## src/rtl/vend_pkg.sv

```systemverilog
// Shared types and constants for the vending machine controller slice.
// Prices, coins and credit all use the 4-bit unsigned NIS encoding.
package vend_pkg;

    typedef enum logic [1:0] {
        IDLE,
        COLLECT,
        DISPENSE,
        CHANGE
    } state_t;

    typedef logic [3:0] price_t;

    localparam price_t COIN_1  = 4'd1;
    localparam price_t COIN_2  = 4'd2;
    localparam price_t COIN_5  = 4'd5;
    localparam price_t COIN_10 = 4'd10;

    localparam int unsigned NUM_DEFAULTS = 4;
    localparam price_t DEFAULT_PRICES [NUM_DEFAULTS] = '{4'd3, 4'd5, 4'd7, 4'd12};

    // Items beyond the default table come up disabled (price 0).
    function automatic price_t default_price(input int unsigned idx);
        return (idx < NUM_DEFAULTS) ? DEFAULT_PRICES[idx[1:0]] : '0;
    endfunction

    function automatic logic legal_coin(input price_t value);
        return (value == COIN_1) || (value == COIN_2) ||
               (value == COIN_5) || (value == COIN_10);
    endfunction

endpackage

```

## src/rtl/vend_price_table.sv

```systemverilog
// Per-item price register file: synchronous write, combinational read,
// reset to the package default prices.
module vend_price_table
    import vend_pkg::*;
#(
    parameter int unsigned NUM_ITEMS = 4,
    parameter int unsigned IW        = 2
) (
    input  logic          clk,
    input  logic          rst,
    input  logic          wr_en,
    input  logic [IW-1:0] wr_item,
    input  price_t        wr_data,
    input  logic [IW-1:0] rd_item,
    output price_t        rd_data
);

    price_t prices [NUM_ITEMS];

    always_ff @(posedge clk) begin
        if (rst) begin
            for (int unsigned i = 0; i < NUM_ITEMS; i++) begin
                prices[i] <= default_price(i);
            end
        end else if (wr_en) begin
            prices[wr_item] <= wr_data;
        end
    end

    always_comb begin
        rd_data = prices[rd_item];
    end

endmodule

```

## src/rtl/vend_controller.sv

```systemverilog
// Vending machine sequencing controller: coin accumulation, item selection,
// one-cycle dispense and change commands. All outputs are registered.
module vend_controller
    import vend_pkg::*;
#(
    parameter int unsigned NUM_ITEMS  = 4,
    parameter int unsigned MAX_CREDIT = 15,
    localparam int unsigned IW = (NUM_ITEMS > 1) ? $clog2(NUM_ITEMS) : 1
) (
    input  logic          clk,
    input  logic          rst,
    input  logic          coin_valid,
    input  logic [3:0]    coin_value,
    input  logic          sel_valid,
    input  logic [IW-1:0] sel_item,
    input  logic          cancel,
    input  logic          price_wr_en,
    input  logic [IW-1:0] price_wr_item,
    input  logic [3:0]    price_wr_data,
    output logic [3:0]    credit,
    output logic          busy,
    output logic          coin_reject,
    output logic          sel_error,
    output logic          dispense_valid,
    output logic [IW-1:0] dispense_item,
    output logic          change_valid,
    output logic [3:0]    change_amount
);

    localparam logic [4:0] MAX_SUM = 5'(MAX_CREDIT);

    state_t     state;
    price_t     sel_price;
    logic [4:0] coin_sum;
    logic       coin_ok;

    vend_price_table #(
        .NUM_ITEMS (NUM_ITEMS),
        .IW        (IW)
    ) u_price_table (
        .clk     (clk),
        .rst     (rst),
        .wr_en   (price_wr_en),
        .wr_item (price_wr_item),
        .wr_data (price_wr_data),
        .rd_item (sel_item),
        .rd_data (sel_price)
    );

    // 5-bit sum so an overflowing coin is rejected instead of wrapping.
    always_comb begin
        coin_sum = {1'b0, credit} + {1'b0, coin_value};
        coin_ok  = legal_coin(coin_value) && (coin_sum <= MAX_SUM);
    end

    always_ff @(posedge clk) begin
        if (rst) begin
            state          <= IDLE;
            credit         <= '0;
            busy           <= 1'b0;
            coin_reject    <= 1'b0;
            sel_error      <= 1'b0;
            dispense_valid <= 1'b0;
            dispense_item  <= '0;
            change_valid   <= 1'b0;
            change_amount  <= '0;
        end else begin
            coin_reject    <= 1'b0;
            sel_error      <= 1'b0;
            dispense_valid <= 1'b0;
            dispense_item  <= '0;
            change_valid   <= 1'b0;
            change_amount  <= '0;

            case (state)
                IDLE, COLLECT: begin
                    // cancel > select > coin; a coin losing arbitration is returned
                    if (cancel) begin
                        coin_reject <= coin_valid;
                        if (state == COLLECT) begin
                            state         <= CHANGE;
                            busy          <= 1'b1;
                            change_valid  <= 1'b1;
                            change_amount <= credit;
                            credit        <= '0;
                        end
                    end else if (sel_valid) begin
                        coin_reject <= coin_valid;
                        if (sel_price == '0 || sel_price > credit) begin
                            sel_error <= 1'b1;
                        end else begin
                            state          <= DISPENSE;
                            busy           <= 1'b1;
                            dispense_valid <= 1'b1;
                            dispense_item  <= sel_item;
                            credit         <= credit - sel_price;
                        end
                    end else if (coin_valid) begin
                        if (coin_ok) begin
                            credit <= coin_sum[3:0];
                            state  <= COLLECT;
                        end else begin
                            coin_reject <= 1'b1;
                        end
                    end
                end

                DISPENSE: begin
                    coin_reject <= coin_valid;
                    if (credit != '0) begin
                        state         <= CHANGE;
                        change_valid  <= 1'b1;
                        change_amount <= credit;
                        credit        <= '0;
                    end else begin
                        state <= IDLE;
                        busy  <= 1'b0;
                    end
                end

                CHANGE: begin
                    coin_reject <= coin_valid;
                    state       <= IDLE;
                    busy        <= 1'b0;
                end
            endcase
        end
    end

endmodule

```

## config.mk

```make
export PLATFORM = sky130hd
export DESIGN_NAME = vend_controller
export DESIGN_NICKNAME = d
export VERILOG_FILES = /design/src/rtl/vend_pkg.sv /design/src/rtl/vend_price_table.sv /design/src/rtl/vend_controller.sv
export SDC_FILE = /design/constraint.sdc
export NUM_CORES = 1
export LEC_CHECK = 0
export BUFFER_PORTS_ARGS = -buffer_cell sky130_fd_sc_hd__buf_4
export CAP_MARGIN = 20
export CELL_PAD_IN_SITES_DETAIL_PLACEMENT = 1
export CELL_PAD_IN_SITES_GLOBAL_PLACEMENT = 2
export CORE_MARGIN = 4
export CORE_UTILIZATION = 40
export CTS_BUF_LIST = sky130_fd_sc_hd__clkbuf_4
export CTS_CLUSTER_DIAMETER = 80
export DETAILED_ROUTE_END_ITERATION = 12
export PLACE_DENSITY_LB_ADDON = 0.1
export SETUP_SLACK_MARGIN = 0.4
export SLEW_MARGIN = 20
export SYNTH_ARGS = -nofsm -noshare
export SYNTH_HDL_FRONTEND = slang
export SYNTH_HIERARCHICAL = 1
export SYNTH_SLANG_ARGS = --single-unit
```

## constraint.sdc

```tcl
create_clock -name clk -period 6.4 [get_ports clk]
set_input_delay 1.6 -clock clk [delete_from_list [all_inputs] [get_ports clk]]
set_output_delay 1.6 -clock clk [all_outputs]
set_load 0.05 [all_outputs]
```

==> run summary <==
layer with the highest usage - met2
Worst-Margin Slew - 0.473 ns
Synth Net Count - 188
aggregate global-route resource usage - 0.159
outcome - complete, no violations
initial antenna violation count - 0
hold_buf cts - 0
Fill cells - 480
CP Max Fanout - 5
Async SR Flop Fraction - 0
Critical Path RT - 6.66 ns
first-pass GRT wire length - 6540 um
Std-Cell Rows - 24
cells on worst reg2reg path - 8
synthesized area per cell - 11.4 um^2
TritonCTS clock tree - done
final worst-path cycle share - 0.623
Synth Instances - 160
#FFs+latches synth - 33
core area - 4380 um^2
Root Driver - clkbuf_4
Hold Path Class - flop to flop
fin nets - 222
adder-cell share of the synthesized area - 0.0769
clk_skew - 0.00275 ns
Slew Limit Fails - 0
layout cells sized above 1 - 0.251
io pins - 33
area leader, netlist - edfxtp_1
Worst-path clk slew - 0.10 ns
largest net degree at the start of global routing - 21
Clock Tree Buf Depth - 2
Clk Latency, worst-skew pair - 0.34 ns
initial core utilization - 0.416
top-area cell type share of the netlist area - 0.264
die area - 5700 um^2
Final Setup Violations - 0
setup_tns - 0 ns
post-synthesis sequential area ratio - 0.451
chip height - 75.5 um
Critical Path End Type - flop
Starting DRT DRC Count - 84
XOR/XNOR Fraction of Synth Area - 0.00481
setup bufs post-CTS - 0
largest family of logic cells by synthesized area - simple AND/OR/NAND/NOR gates
DRT Wirelength - 3990 um
total number of vias - 1304
Slew HR - 0.682
Lkg Pwr - 0.892 nW
CP Launch Type - input port
Synth Warn # - 6
EDFF count, synth - 16
fin cells - 247
Die Wd - 75.5 um
detailed placement HPWL - 3240 um
htree depth - 2
P per Cell Area - 234 nW/um^2
post-synthesis simple-gate area fraction - 0.237
total CTS buffers - 5
antenna diode count - 0
Final Wtd Congestion - 0.788
Setup CP Type - input port to flop
Detail Route Antenna Nets - 0
final worst path period need - 3.99 ns
drt pass-1 iters - 4
met1 global-route usage - 0.164
RSZ-0062 raised after global routing - false
hold path cells - 2
Avg WL per Cell - 16.1 um
synth unique cells - 43
multiplexer area fraction after synthesis - 0.0852
final hold slack - 0.481 ns
Reg area - 821 um^2
vias in the first global route - 1383
Compound-Gate Fraction of Synth Area - 0.110
synthesized area - 1820 um^2
TritonCTS Sinks - 33
routing usage on met2 - 0.301
Layout area overhead - 19.6%
CTS resizes - 0
# port buffers - 32
Multi-input gate area - 936 um^2
Avg Vias per Cell - 5.28
dominant cells by area after synthesis - edfxtp_1 (26%), dfxtp_1 (19%), nand2b_1 (5.8%), mux4_1 (5.8%), ha_1 (5.5%)
Post-route DRC - 0
Max Clock Freq - 0.251 GHz
crit path DAT - 4.25 ns
Worst VDD drop - 0.120 mV
Placed Cells incl. Taps - 239
ys flop type - dfxtp_1
GR Layer Usage met3 - 0.0435
max-cap check violation count - 0
Fin. Hold Viols - 0
total gr overflow - 0
state kept, by name, indices dropped and copies added, names as in the netlist:
signal and cells:
coin_reject 1, busy 1, change_amount 4, change_valid 1
dispense_valid 1, sel_error 1, dispense_item 2, credit 4
state 2, u_price_table/prices 16
synthesized netlist by cell type, drive strengths merged (2+ instances only):
cell / number
o21bai: 2
nand3: 5
buf: 2
fa: 2
mux2i: 5
a21oi: 6
nand2: 5
o21ai: 3
and4bb: 2
ha: 8
a31o: 2
nor2: 8
inv: 10
nor3b: 2
a221o: 2
nand2b: 17
and2: 15
clkbuf: 3
dfxtp: 17
nor2b: 4
nor3: 3
mux4: 4
edfxtp: 16
worst paths after layout:
check                           slack [ns]        end                        from
worst max-delay path                  2.41  credit[3]                 sel_item[0]
worst min-delay path                  0.48       busy                        busy
worst max register to register        3.47  credit[3]  u_price_table/prices[1][0]
worst min register to register        0.48       busy                        busy
logic make-up (layout without fill, tap and decap cells):
family / count (synthesis) / after routing
DFF: 33 / 33
AOI/OAI and AO/OA: 24 / 24
xor gates and xnor gates: 1 / 1
buffers and inverters: 15 / 50
muxes: 9 / 9
and+or+nand+nor: 68 / 68
adders and majority gates: 10 / 10
cells in the final DEF (no fill, tap or decap), types with 3 or more instances in the layout:
master	netlist	routed
buf_4	0	32
nand2b_1	17	17
dfxtp_1	17	17
edfxtp_1	16	16
and2_1	14	14
inv_1	10	10
nor2_1	8	8
ha_1	8	8
a21oi_1	6	6
nand2_1	5	5
nand3_1	5	5
mux2i_1	5	5
clkbuf_4	0	5
nor2b_1	4	4
mux4_1	4	4
o21ai_0	3	3
nor3_1	3	3
worst max-delay path, cell delays in order:
cell	delay, ns
buf_4	0.12
mux4_1	0.62
ha_1	0.25
fa_1	0.38
nand2b_1	0.17
a21oi_1	0.23
a311oi_2	0.17
a221o_1	0.49
mux2i_1	0.22
power breakdown:
group | switching [W] | internal, W | total (W)
clock network | 0.0000720 | 0.0000808 | 0.000153
registers | 0.0000105 | 0.000235 | 0.000246
logic | 0.0000632 | 0.0000482 | 0.000111
total | 0.000146 | 0.000364 | 0.000510
per-layer routing:
metal / routed length [um] / vias up
li1: - / 651
met1: 1450 / 613
met2: 2260 / 32
met3: 222 / 8
met4: 63 / 0
met5: 0 / -
stage by stage:
stage / utilization / cell area [um^2] / power, W / setup slack, ns
after CTS: 0.497 / 2180 / 0.000517 / 2.41
after global routing: 0.497 / 2180 / 0.000540 / 2.30
after global placement: 0.479 / 2100 / 0.000360 / 2.16
after detailed placement: 0.479 / 2100 / 0.000364 / 2.07
after floorplan: - / 1820 / 0.000327 / 2.43
final: 0.497 / 2180 / 0.000510 / 2.41
cell type report:
| type | count | share of cell area |
|---|---|---|
| clock buffer | 5 | 0.0172 |
| tap | 52 | 0.0299 |
| multi-input combinational | 112 | 0.430 |
| clock inverter | 3 | 0.0190 |
| timing repair buffer | 32 | 0.110 |
| inverter | 10 | 0.0172 |
| sequential | 33 | 0.377 |
No activity file was read; power rests on OpenSTA's default activity.
